[src/rtl/axi_stream_strip_header.sv]
`default_nettype none
// ============================================================================
// Module      : axi_stream_strip_header
// Description : Removes a per-packet header of S bytes (0..DATA_BYTE_WD) from
//               the front of an AXI-Stream packet. The removed bytes appear
//               LSB-aligned on header_out. The remaining payload is realigned
//               so that every output beat starts at the MSB byte lane.
// Ports       : clk, rst          - clock, asynchronous active-high reset
//               *_in / ready_in    - input stream (byte 0 in the MSB lane)
//               *_out / ready_out  - realigned payload stream
//               valid_strip, byte_strip_cnt, ready_strip - strip command
//               header_out, header_keep, header_valid    - removed header
// Revision    : 1.0 - initial release
// ============================================================================
module axi_stream_strip_header #(
    parameter int DATA_WD      = 32,
    parameter int DATA_BYTE_WD = DATA_WD / 8,
    parameter int BYTE_CNT_WD  = $clog2(DATA_BYTE_WD)
) (
    input  logic                    clk,
    input  logic                    rst,
    input  logic                    valid_in,
    input  logic [DATA_WD-1:0]      data_in,
    input  logic [DATA_BYTE_WD-1:0] keep_in,
    input  logic                    last_in,
    output logic                    ready_in,
    output logic                    valid_out,
    output logic [DATA_WD-1:0]      data_out,
    output logic [DATA_BYTE_WD-1:0] keep_out,
    output logic                    last_out,
    input  logic                    ready_out,
    input  logic                    valid_strip,
    input  logic [BYTE_CNT_WD:0]    byte_strip_cnt,
    output logic                    ready_strip,
    output logic [DATA_WD-1:0]      header_out,
    output logic [DATA_BYTE_WD-1:0] header_keep,
    output logic                    header_valid
);

    typedef enum logic [1:0] {
        ST_IDLE   = 2'd0,
        ST_FIRST  = 2'd1,
        ST_STREAM = 2'd2,
        ST_TAIL   = 2'd3
    } state_t;

    localparam logic [BYTE_CNT_WD:0]    c_nbytes   = (BYTE_CNT_WD + 1)'(DATA_BYTE_WD);
    localparam logic [DATA_BYTE_WD-1:0] c_keep_all = '1;

    state_t                    r_state, w_state_nxt;
    logic [BYTE_CNT_WD:0]      r_strip_cnt, w_strip_cnt_nxt;
    logic [DATA_WD-1:0]        r_residue, w_residue_nxt;
    logic [BYTE_CNT_WD:0]      r_tail_cnt, w_tail_cnt_nxt;

    logic                      w_valid_out_nxt;
    logic [DATA_WD-1:0]        w_data_out_nxt;
    logic [DATA_BYTE_WD-1:0]   w_keep_out_nxt;
    logic                      w_last_out_nxt;
    logic [DATA_WD-1:0]        w_header_out_nxt;
    logic [DATA_BYTE_WD-1:0]   w_header_keep_nxt;
    logic                      w_header_valid_nxt;

    logic [DATA_WD-1:0]        w_keep_mask;
    logic [DATA_WD-1:0]        w_data_m;
    logic [DATA_WD-1:0]        w_top_s;
    logic [DATA_WD-1:0]        w_low_r;
    logic [DATA_WD-1:0]        w_combined;
    logic [BYTE_CNT_WD:0]      w_in_cnt;
    logic [BYTE_CNT_WD:0]      w_res_cnt;
    logic [BYTE_CNT_WD:0]      w_strip_req;
    logic                      w_out_adv;
    logic                      w_beat_acc;
    logic                      w_strip_acc;

    // The output register may be reloaded when it is empty or being drained.
    assign w_out_adv   = !valid_out || ready_out;
    assign ready_in    = ((r_state == ST_FIRST) || (r_state == ST_STREAM)) && w_out_adv;
    // Gated by rst so the command port reads not-ready while reset is held.
    assign ready_strip = (r_state == ST_IDLE) && !rst;
    assign w_beat_acc  = valid_in && ready_in;
    assign w_strip_acc = valid_strip && ready_strip;

    // Out-of-range strip counts saturate at a full beat.
    assign w_strip_req = (byte_strip_cnt > c_nbytes) ? c_nbytes : byte_strip_cnt;

    // Byte-lane mask from keep_in and the number of valid bytes in the beat.
    // Invalid lanes are zeroed so partial residues never carry stale bytes.
    always_comb begin
        w_keep_mask = '0;
        w_in_cnt    = '0;
        for (int i = 0; i < DATA_BYTE_WD; i++) begin
            w_keep_mask[8*i +: 8] = {8{keep_in[i]}};
            w_in_cnt              = w_in_cnt + (BYTE_CNT_WD + 1)'(keep_in[i]);
        end
    end

    assign w_data_m   = data_in & w_keep_mask;
    assign w_res_cnt  = c_nbytes - r_strip_cnt;
    // Top S bytes of the beat moved down to the low S lanes.
    assign w_top_s    = w_data_m >> {w_res_cnt, 3'b000};
    // Low R bytes of the beat moved up to the MSB lanes (next residue).
    assign w_low_r    = w_data_m << {r_strip_cnt, 3'b000};
    assign w_combined = r_residue | w_top_s;

    always_comb begin
        w_state_nxt        = r_state;
        w_strip_cnt_nxt    = r_strip_cnt;
        w_residue_nxt      = r_residue;
        w_tail_cnt_nxt     = r_tail_cnt;
        w_valid_out_nxt    = valid_out && !ready_out;
        w_data_out_nxt     = data_out;
        w_keep_out_nxt     = keep_out;
        w_last_out_nxt     = last_out;
        w_header_out_nxt   = header_out;
        w_header_keep_nxt  = header_keep;
        w_header_valid_nxt = 1'b0;

        case (r_state)
            ST_IDLE: begin
                if (w_strip_acc) begin
                    w_strip_cnt_nxt = w_strip_req;
                    w_state_nxt     = ST_FIRST;
                end
            end

            ST_FIRST: begin
                if (w_beat_acc) begin
                    w_header_out_nxt   = w_top_s;
                    w_header_keep_nxt  = c_keep_all >> w_res_cnt;
                    w_header_valid_nxt = 1'b1;
                    w_residue_nxt      = w_low_r;
                    w_tail_cnt_nxt     = w_in_cnt - r_strip_cnt;
                    if (!last_in) begin
                        w_state_nxt = ST_STREAM;
                    end else if (w_in_cnt > r_strip_cnt) begin
                        w_state_nxt = ST_TAIL;
                    end else begin
                        w_state_nxt = ST_IDLE;
                    end
                end
            end

            ST_STREAM: begin
                if (w_beat_acc) begin
                    w_valid_out_nxt = 1'b1;
                    w_data_out_nxt  = w_combined;
                    w_residue_nxt   = w_low_r;
                    w_tail_cnt_nxt  = w_in_cnt - r_strip_cnt;
                    if (!last_in || (w_in_cnt > r_strip_cnt)) begin
                        // Full beat; a last beat with leftover bytes spills into TAIL.
                        w_keep_out_nxt = c_keep_all;
                        w_last_out_nxt = 1'b0;
                        w_state_nxt    = last_in ? ST_TAIL : ST_STREAM;
                    end else begin
                        w_keep_out_nxt = c_keep_all << (c_nbytes - (w_res_cnt + w_in_cnt));
                        w_last_out_nxt = 1'b1;
                        w_state_nxt    = ST_IDLE;
                    end
                end
            end

            ST_TAIL: begin
                if (w_out_adv) begin
                    w_valid_out_nxt = 1'b1;
                    w_data_out_nxt  = r_residue;
                    w_keep_out_nxt  = c_keep_all << (c_nbytes - r_tail_cnt);
                    w_last_out_nxt  = 1'b1;
                    w_state_nxt     = ST_IDLE;
                end
            end

            default: w_state_nxt = ST_IDLE;
        endcase
    end

    always_ff @(posedge clk or posedge rst) begin
        if (rst) begin
            r_state      <= ST_IDLE;
            r_strip_cnt  <= '0;
            r_residue    <= '0;
            r_tail_cnt   <= '0;
            valid_out    <= 1'b0;
            data_out     <= '0;
            keep_out     <= '0;
            last_out     <= 1'b0;
            header_out   <= '0;
            header_keep  <= '0;
            header_valid <= 1'b0;
        end else begin
            r_state      <= w_state_nxt;
            r_strip_cnt  <= w_strip_cnt_nxt;
            r_residue    <= w_residue_nxt;
            r_tail_cnt   <= w_tail_cnt_nxt;
            valid_out    <= w_valid_out_nxt;
            data_out     <= w_data_out_nxt;
            keep_out     <= w_keep_out_nxt;
            last_out     <= w_last_out_nxt;
            header_out   <= w_header_out_nxt;
            header_keep  <= w_header_keep_nxt;
            header_valid <= w_header_valid_nxt;
        end
    end

endmodule
`default_nettype wire

[config.mk]
export PLATFORM = sky130hd
export DESIGN_NAME = axi_stream_strip_header
export DESIGN_NICKNAME = d
export VERILOG_FILES = /design/src/rtl/axi_stream_strip_header.sv
export SDC_FILE = /design/constraint.sdc
export NUM_CORES = 1
export LEC_CHECK = 0
export ABC_AREA = 1
export CAP_MARGIN = 20
export CORE_MARGIN = 1.5
export CORE_UTILIZATION = 55
export CTS_CLUSTER_DIAMETER = 150
export DETAILED_ROUTE_END_ITERATION = 6
export GPL_TIMING_DRIVEN = 0
export PLACE_DENSITY = 0.81
export SYNTH_ARGS = -nofsm -noshare
export SYNTH_HDL_FRONTEND = slang
export SYNTH_SLANG_ARGS = --single-unit
export TNS_END_PERCENT = 100
[constraint.sdc]
create_clock -name clk -period 7.05 [get_ports clk]
set_input_delay 1.0575 -clock clk [delete_from_list [all_inputs] [get_ports clk]]
set_output_delay 1.0575 -clock clk [all_outputs]
set_load 0.01 [all_outputs]
* After elaboration in Yosys (flattened, before gate mapping)
Cells that the tools add are included.
Cells by class: add/sub/neg operators 8, $lt $le $gt $ge 2, equal/unequal tests 7, shift-type cells 5, multiplexer cells 26, bitwise operators 2, reduce and logical (&&, ||, !) cells 20
Operator list (number):
- 2-to-1 mux 32 bit | 2
- case mux 32 bit (2 select lines) | 1
- bitwise AND 32 bit | 1
- OR 32 bit | 1
- << shifter 32 x 6 -> 32 bit | 1
- right shift 32 x 6 -> 32 bit | 1
- 2-to-1 mux 2 bit | 7
- 2-to-1 mux 4 bit | 3
- subtractor 3 bit, first input constant | 3
- 2-to-1 mux 1 bit | 8
- != test 2 bit, second input constant | 4
- case mux 2 bit (4 select lines) | 1
- case mux 4 bit (2 select lines) | 1
- << shifter 4 x 3 -> 4 bit, first input constant | 2
- AND reduction 2 bit | 3
- logical AND 1 bit | 5
- equality test 2 bit, second input constant | 2
- zero test 1 bit | 4
- case mux 1 bit (2 select lines) | 2
- AND reduction 4 bit | 1
- right shift 4 x 3 -> 4 bit, first input constant | 1
- adder 2 x 1 -> 3 bit | 1
- adder 3 x 1 -> 3 bit | 1
- adder 3 bit | 1
- other kinds (11) | 13
Storage, ports and cells: register bits 115, input bits 45, output and inout port bits 77, logic and storage cells 81

* Longest topological paths before layout
depth after elaboration 9, depth in mapped cells 17, gate-level depth less buffers 16

* Least setup slack after synthesis
Ideal clock, no wire load.
path type input -> register, start input port keep_in[0], end register keep_out[2], library setup time 0.116 ns, arrival 3.032 ns, required time 6.934 ns, path slack 3.902 ns, cell stages on the path 16, path buffers 0, cell sequence fa_1 > ha_1 > ha_1 > ha_1 > inv_1 > ha_1 > inv_1 > nand3_1 > nand2_1 > nand2_1 > nand3_1 > nand2_1 > nand2_1 > nand2_1 > nand2_1 > nand2_1
On the way: cells in the longest elaborated chain, start to end 9, elaborated cells between the ends (all ways) 11, classes of those cells 5 x add/sub; 1 x order compare; 1 x shift; 3 x mux; 1 x reduce/logical
RTL lines:
- from (decl) | line 24 | input logic [DATA_BYTE_WD-1:0] keep_in,
- adder 1 x 1 -> 2 bit * | line 93 | w_in_cnt = w_in_cnt + (BYTE_CNT_WD + 1)'(keep_in[i]);
- adder 2 x 1 -> 3 bit * | line 93
- adder 3 x 1 -> 3 bit * | line 93
- adder 3 bit | line 155 | w_keep_out_nxt = c_keep_all << (c_nbytes - (w_res_cnt + w_in_cnt));
- subtractor 3 bit | line 155
- << shifter 4 x 3 -> 4 bit | line 155
- 2-to-1 mux 4 bit * | line 149 | if (!last_in || (w_in_cnt > r_strip_cnt)) begin
- 2-to-1 mux 4 bit * | line 144 | if (w_beat_acc) begin
- case mux 4 bit (2 select lines) * | line 118 | case (r_state)
- to (signal assigned) | line 196 | keep_out <= w_keep_out_nxt;
- to (decl) | line 29 | output logic [DATA_BYTE_WD-1:0] keep_out,
Mark *: on every way between the ends. The rest lies on a longest branch, timed or not. The select of a mux whose other input is x is not followed. A chain may end at the register's enable or synchronous reset.

* Worst setup path in the final report
start input port keep_in[1], end register keep_out[2]
Same word-level chain as after synthesis.

==> impl_metrics.tcl <==
set metrics [dict create \
    status "completed" \
    rsz0062_at_grt "no" \
    setup_viol 0 \
    nets 953 \
    drive_gt1_share_pct 9.21 \
    core-area_mm2 0.0105 \
    worstMarginPinSlew_ns 0.802 \
    maxCapViolations 0 \
    post_cts_resized 0 \
    syn_inst 747 \
    p_per_area_mw_per_mm2 503 \
    yosysSeqAreaShare_pct 48.0 \
    drt_iter0_drc 555 \
    dr.pass1.iters 5 \
    die-height_um 107 \
    rr_endpoint "keep_out[2]$_DFFE_PP0P_" \
    finalCritPeriodShare_pct 49.4 \
    synthTopCellsByCount "nand2_1 (249), dfrtp_1 (115), nor2_1 (71), inv_1 (53), o21ai_0 (49)" \
    cpPeakStageDelay_ns 0.58 \
    fmax_mhz 287 \
    final-hold-violation-count 0 \
    use_met1_pct 48.0 \
    busiest_layer "met2" \
    avgRoutedWirePerCell_um 20.1 \
    numPortBuffers 121 \
    via_count 6137 \
    synth_area_leaders "dfrtp_1 (48%), nand2_1 (16%), nor2_1 (4.4%)" \
    start_util_pct 57.2 \
    drc_errors 0 \
    root_buffer "clkbuf_8" \
    crit_top_cell "nand2_1" \
    cts_hold_buf 0 \
    drv_slew 0 \
    synth_ff_type "dfrtp_1" \
    grtUsageMet3_pct 5.63 \
    layoutNonFillerInstCount 1037 \
    gp_congestion 0.985 \
    cp_cell_sequence "clkdlybuf4s50_1, fa_1, ha_1, ha_1, ha_1, inv_1, ha_1, inv_1, nand3_1, nand2_1, nand2_1, nand3_1, nand2_1, nand2_1, nand2_1, nand2_1, nand2_1" \
    routed_wirelength_um 20800 \
    viasPerCell 5.92 \
    whs_ns 0.473 \
    grt_max_degree 65 \
    grtUsageMet2_pct 61.6 \
    dp_cells 1005 \
    yosys_warnings 0 \
    synth-edff-count 0 \
    ys_types 35 \
    async_flop_share_pct 100 \
    num_rows 37 \
    yosysMostFrequentCell "nand2_1" \
    critPathKind "input port to flip-flop" \
    clkSinkCount 115 \
    grt_use_total_pct 37.8 \
    critical-path-slowest-cell "clkdlybuf4s50_1" \
    min_period_ns 3.48 \
    p_leak_nw 3.85 \
    grt_pass1_vias 6248 \
    skew_ns 0.00850 \
    antenna_found_initial 0 \
    cts_tree "done" \
    avgSynthCellArea_um2 8.02 \
    hp-class "flip-flop to flip-flop" \
    antenna_left 0 \
    crit_arrival_ns 3.90 \
    r2r_slack_ns 3.80 \
    netlist.top_cell.by_area "dfrtp_1" \
    synth_nets 812 \
    required_ns 7.47 \
    critPathCaptureType "flip-flop" \
    r2r-start "r_strip_cnt[1]$_DFFE_PP0P_" \
    clk_pin_slew_ns 0.06 \
    min-delay-start "header_out[25]$_DFFE_PP0P_" \
    ios 122 \
    syn2layout_area_growth_pct 33.7 \
    clk_latency_ns 0.53 \
    syn_area_mm2 0.00599 \
    rr_worst_depth 17 \
    crit_fanout 4 \
    htreeDepth 4 \
    cts_buffers 17 \
    fin_util_pct 76.5 \
    peakVddDrop_mv 0.271 \
    grt_overflow_total 0 \
    tns_ns 0 \
    holdPathEnd "header_out[25]$_DFFE_PP0P_" \
    grt_pass1_wl_um 32600 \
    fin_ws_ns 3.57 \
    clk_path_buf_depth 2 \
    min_path_cells 2 \
    dieArea_mm2 0.0115 \
    slew_headroom_pct 46.6 \
    insertedDiodeCount 0 \
    ys_ff_latch 115 \
    synth_top_area_share_pct 48.0 \
    hpwl_um 15300 \
    dp_slack_ns 3.08 \
    setup.worst_path.start_class "input port" \
    die_width_um 107 \
    postCtsSetupBuffers 0 \
]
[per-stage QoR]
step | power [W] | instance area (µm²)
floorplan | 0.00223 | 5990
global placement | 0.00298 | 7370
detailed placement | 0.00306 | 7400
CTS | 0.00398 | 8010
global route | 0.00423 | 8010
finish | 0.00402 | 8010
[layout make-up]
class | count | area [µm²]
clock buffers | 17 | 414
clock inverters | 15 | 193
fillers | 760 | 2450
repair buffers | 122 | 1240
well taps | 136 | 170
multi-input cells | 532 | 2670
plain buffers | 43 | 233
inverters | 57 | 216
flip-flops and latches | 115 | 2880
[cells in the final DEF, fill, tap and decap left out, drive strengths merged, types with 12 or more instances in the layout]
cell type        n
nand2          254
clkdlybuf4s50  121
ha              18
inv             65
buf             35
dfrtp          115
nor2            73
a21oi           24
a31oi           20
nand3           21
clkbuf          26
o211ai          12
o21ai           55
o22ai           25
[worst max-delay path: cells and delay by family]
kind	cells	cell delay, ns
fa+ha+maj	5	1.47
buf+inv	3	0.69
simple gates	9	0.69
[kinds of logic after synthesis]
kind of cell | synth area share, %
AO/OA/AOI/OAI | 16.1
XOR/XNOR | 0.439
adder cells (fa/ha/maj) | 4.43
buffers and inverters | 7.46
flip-flops | 48.0
AND/OR/NAND/NOR | 23.6
[state kept, by name (all words and copies together), names as in the netlist]
name / flops
header_out: 32
keep_out: 4
last_out: 1
header_valid: 1
r_residue: 32
data_out: 32
r_state: 2
r_tail_cnt: 3
header_keep: 4
r_strip_cnt: 3
valid_out: 1
[layer usage]
layer / wire length [µm] / vias up
met5: 0 / -
met3: 1800 / 81
met1: 8030 / 2905
li1: - / 2739
met2: 9980 / 412
met4: 1040 / 0
[how the worst max path moves through the flow]
stage / from / end / slack (ns) / cells past startpoint
2_1_floorplan: rst / data_out[0]$_DFFE_PP0P_ / 2.95 / 1
4_1_cts: keep_in[1] / keep_out[2]$_DFFE_PP0P_ / 3.63 / 17
5_1_grt: keep_in[1] / keep_out[2]$_DFFE_PP0P_ / 3.44 / 17
3_5_place_dp: keep_in[1] / keep_out[2]$_DFFE_PP0P_ / 3.08 / 17
6_report: keep_in[1] / keep_out[2]$_DFFE_PP0P_ / 3.57 / 17
3_3_place_gp: rst / header_out[13]$_DFFE_PP0P_ / 1.45 / 2
[where the power goes]
part           internal (W)  switching (W)
registers          0.000941       0.000170
clock network      0.000549       0.000351
logic              0.000808        0.00121
total               0.00230        0.00173
(Power assumes the default switching activity.)
